[src/rtl/reg_pipe_pkg.sv]
// Shared helpers for the register pipeline: count width and default data reset value.
package reg_pipe_pkg;

  localparam logic [63:0] RESET_VALUE_DEF = '0;

  function automatic int cnt_width(input int depth);
    return $clog2(depth + 1);
  endfunction

endpackage

[src/rtl/dffre_vec.sv]
// WIDTH-bit flop with enable; sync reset only when REG_PIPE_DATA_RESET_EN is defined.
// One-cycle latency when enabled; holds when en=0.
module dffre_vec #(
  parameter int               WIDTH   = 8,
  parameter logic [WIDTH-1:0] RST_VAL = '0
) (
  input  logic             clk,
  input  logic             rst,
  input  logic             en,
  input  logic [WIDTH-1:0] d,
  output logic [WIDTH-1:0] q
);

`ifdef REG_PIPE_DATA_RESET_EN
  always_ff @(posedge clk) begin
    if (rst)     q <= RST_VAL;
    else if (en) q <= d;
  end
`else
  // Data path carries no reset; consumers qualify data with the valid bit.
  logic [WIDTH:0] unused_rst;
  assign unused_rst = {rst, RST_VAL};

  always_ff @(posedge clk) begin
    if (en) q <= d;
  end
`endif

endmodule

[src/rtl/reg_pipe_rte.sv]
// DEPTH-stage valid/data delay line with shared stall, sync flush and live valid count.
// Latency DEPTH enabled edges; en=0 freezes everything. Data reset via REG_PIPE_DATA_RESET_EN.
module reg_pipe_rte
  import reg_pipe_pkg::*;
#(
  parameter int               WIDTH       = 8,
  parameter int               DEPTH       = 4,
  parameter logic [WIDTH-1:0] RESET_VALUE = RESET_VALUE_DEF[WIDTH-1:0]
) (
  input  logic                         clk,
  input  logic                         rst,
  input  logic                         en,
  input  logic                         flush,
  input  logic                         in_val,
  input  logic [WIDTH-1:0]             in_data,
  output logic                         out_val,
  output logic [WIDTH-1:0]             out_data,
  output logic [cnt_width(DEPTH)-1:0]  count
);

  localparam int CW = cnt_width(DEPTH);

  logic [DEPTH-1:0] val_q, val_d;
  logic [CW-1:0]    count_q, count_d;
  logic [WIDTH-1:0] dat_q [DEPTH];
  logic [WIDTH-1:0] dat_d [DEPTH];
  logic             dat_en;

  always_comb begin
    val_d    = '0;
    val_d[0] = in_val;
    for (int i = 1; i < DEPTH; i++) val_d[i] = val_q[i-1];
  end

  // Incremental count: enter and exit in the same cycle cancel out.
  always_comb begin
    count_d = count_q + CW'(in_val) - CW'(val_q[DEPTH-1]);
  end

  always_ff @(posedge clk) begin
    if (rst || flush) begin
      val_q   <= '0;
      count_q <= '0;
    end else if (en) begin
      val_q   <= val_d;
      count_q <= count_d;
    end
  end

  always_comb begin
    dat_d[0] = in_data;
    for (int i = 1; i < DEPTH; i++) dat_d[i] = dat_q[i-1];
  end

  // Flush leaves data untouched; only the valid bits are cleared.
  assign dat_en = en & ~flush;

  for (genvar g = 0; g < DEPTH; g++) begin : g_stage
    dffre_vec #(
      .WIDTH   (WIDTH),
      .RST_VAL (RESET_VALUE)
    ) u_stage (
      .clk (clk),
      .rst (rst),
      .en  (dat_en),
      .d   (dat_d[g]),
      .q   (dat_q[g])
    );
  end

  assign out_val  = val_q[DEPTH-1];
  assign out_data = dat_q[DEPTH-1];
  assign count    = count_q;

endmodule

[config.mk]
export PLATFORM = sky130hd
export DESIGN_NAME = reg_pipe_rte
export DESIGN_NICKNAME = d
export VERILOG_FILES = /design/src/rtl/reg_pipe_pkg.sv /design/src/rtl/dffre_vec.sv /design/src/rtl/reg_pipe_rte.sv
export SDC_FILE = /design/constraint.sdc
export NUM_CORES = 1
export LEC_CHECK = 0
export ABC_AREA = 1
export CAP_MARGIN = 20
export CORE_UTILIZATION = 41
export DETAILED_ROUTE_END_ITERATION = 8
export DONT_BUFFER_PORTS = 1
export HOLD_SLACK_MARGIN = 0.06
export PLACE_DENSITY = 0.66
export SKIP_LAST_GASP = 1
export SLEW_MARGIN = 20
export SYNTH_ARGS = -nofsm -noshare
export SYNTH_HDL_FRONTEND = slang
export SYNTH_HIERARCHICAL = 1
export SYNTH_SLANG_ARGS = --single-unit
[constraint.sdc]
create_clock -name clk -period 5.7 [get_ports clk]
set_clock_uncertainty 0.05 [all_clocks]
set_input_delay 1.14 -clock clk [delete_from_list [all_inputs] [get_ports clk]]
set_output_delay 1.14 -clock clk [all_outputs]
set_load 0.005 [all_outputs]
==> results.tsv <==
metric	value	unit
remaining_drc_errors	0	
syn_avg_cell_area	17.12	µm²
reg2reg_slack	3.87	ns
grt_usage	0.1043	
grt_pass1_vias	526	
finalSetupViolations	0	
p_int	0.4167	mW
min_path_type	reg -> reg	
clock_sinks	39	
globalplace.congestion	0.5681	
start_kind	flip-flop	
synth_ff_type	edfxtp_1	
whs_endpoint	g_stage[2].u_stage/q[0]	
r2r-start	count[0]	
cts_tree	done	
switchingPower	0.09644	mW
report.final.slew_viol_count	0	
combPwrFrac	0.026	
leakage	0.4946	nW
synth_edf_count	32	
synth_most_common_cell	edfxtp_1	
tns	0	ns
dp_cells	120	
clkSlewWorstSetupHoldPaths	0.11	ns
cap_violations	0	
hpwl	947.9	µm
h-tree-depth	2	
grt_pass1_wl	2352	µm
syn_area	1301	µm²
hold_violations	0	
max_freq	502.1	MHz
synth.largest_area_cell	edfxtp_1	
die_h	58.34	µm
pwr-share-seq	0.631	
p_clk_frac	0.343	
cp_max_fo	6	
rsz0062_at_grt	false	
max_slew.worst_pin.slew	0.3798	ns
die_w	58.34	µm
final_core_util	0.4740	
multi_input_area	168.9	µm²
hold-path-cell-count	0	
dr.first_iter.drc_count	20	
cts_made_buffers	5	
ir_drop	0.2788	mV
cts_resized	0	
worstSetupPathType	reg -> out	
antenna_cells	0	
end_kind	primary output	
slew_headroom	0.7468	
antenna_found_initial	0	
grt_overflow	0	
via_count	571	
syn2layout_area_growth	10.29	%
final_antenna_net_count	0	
ctsHoldBuffers	0	
cp.required	4.51	ns
r2r-end	count[2]	
layoutNonFillerInstCount	128	
synth_common_cells	edfxtp_1, nor2_1, dfxtp_1	
port_buffers	0	
synth_cell_types	13	
layout-drive-gt1-share	0.1310	
synthCells	76	
synth_top_area_share	0.7385	
cts_root_buffer	clkbuf_4	
drtPass1Iterations	4	
clk-insertion-delay-late	0.32	ns
switching_share	0.1879	
nets	99	
fin_crit	1.992	ns
start_util	0.4298	
status	complete, no violations	
clockBufferDepth	2	
rows	20	
grt_max_degree	33	
syn_nets	92	
worstHoldStart	g_stage[1].u_stage/q[0]	
timing.final.crit_share	0.3494	
wirelength	1408	µm
cp.arrival	0.80	ns
dieArea	3403	µm²
fillers	271	
seq_area_frac_synth	0.8462	
reg2reg_depth	11	
post_cts_buffers	0	
wl_per_cell	11.00	µm
register_area	1101	µm²
synth_warnings	6	
synth_seq_cells	39	
power_density	357.6	nW/µm²
ys_async_sr_fraction	0	
post_drt_via_cell_ratio	4.461	
core	3028	µm²
synth.area.top_cells	edfxtp_1, dfxtp_1, nor2_1	
io_pins	25	
how the worst max path moves through the flow:
stage | end | start | slack, ns | depth (start not counted)
after floorplan | g_stage[0].u_stage/q[0] | en | 2.57 | 3
after global placement | count[2] | in_val | 3.55 | 8
after detailed placement | count[2] | in_val | 3.48 | 8
after CTS | count[1] | count[1] | 3.69 | 0
after global routing | count[1] | count[1] | 3.64 | 0
final | count[1] | count[1] | 3.71 | 0
registers in the layout, indices dropped and copies added (netlist names):
register and flops:
g_stage.u_stage/q 32, val_q 4, count 3
logic make-up after synthesis:
group           synth area share
compound gates           0.03077
buf+inv                  0.02596
fa+ha+maj                0.03461
flops                     0.8461
simple gates             0.06250
routing by layer:
| layer | GRT usage | up-vias | wire length [µm] |
|---|---|---|---|
| met5 | 0 | - | 0 |
| met4 | 0.06122 | 0 | 12 |
| met3 | 0.07912 | 2 | 78 |
| met2 | 0.1412 | 21 | 718 |
| li1 | - | 281 | - |
| met1 | 0.1167 | 267 | 599 |
cell type report:
type / instances / area share
well taps: 44 / 0.03836
flip-flops and latches: 39 / 0.7672
inverters: 6 / 0.01569
clock inverters: 3 / 0.02964
clock buffers: 5 / 0.02616
repair buffers: 1 / 0.005231
multi-input cells: 30 / 0.1177
placed cells by master, fill, tap and decap left out:
| cell | Yosys | routed |
|---|---|---|
| o21ai_0 | 6 | 6 |
| bufinv_16 | 0 | 1 |
| nand2_1 | 4 | 4 |
| inv_2 | 1 | 1 |
| buf_4 | 0 | 1 |
| nor2_2 | 0 | 1 |
| inv_1 | 5 | 5 |
| fa_1 | 1 | 1 |
| ha_1 | 2 | 2 |
| nor2_4 | 1 | 1 |
| inv_6 | 0 | 1 |
| clkinv_1 | 0 | 1 |
| a21oi_1 | 2 | 2 |
| nor2_1 | 13 | 12 |
| nand4_1 | 1 | 1 |
| dfxtp_1 | 7 | 7 |
| edfxtp_1 | 32 | 32 |
| clkbuf_4 | 0 | 5 |
per-stage QoR:
stage	worst slack [ns]	hold WS, ns	instance area (µm²)	total power, mW
floorplan	2.568	0.3503	1301	0.3413
global placement	3.552	0.3524	1355	0.3425
detailed placement	3.482	0.3545	1355	0.3444
CTS	3.687	0.3782	1435	0.5200
global route	3.641	0.3854	1435	0.5401
finish	3.708	0.3748	1435	0.5132
power groups by stage:
stage	Clock [mW]	Combinational, mW	Sequential (mW)
final	0.176	0.0135	0.324
after global routing	0.199	0.0157	0.325
after CTS	0.182	0.0138	0.324
after detailed placement	0	0.0138	0.331
after global placement	0	0.0125	0.330
after floorplan	0	0.0117	0.330
No activity file was read; power rests on OpenSTA's default activity.
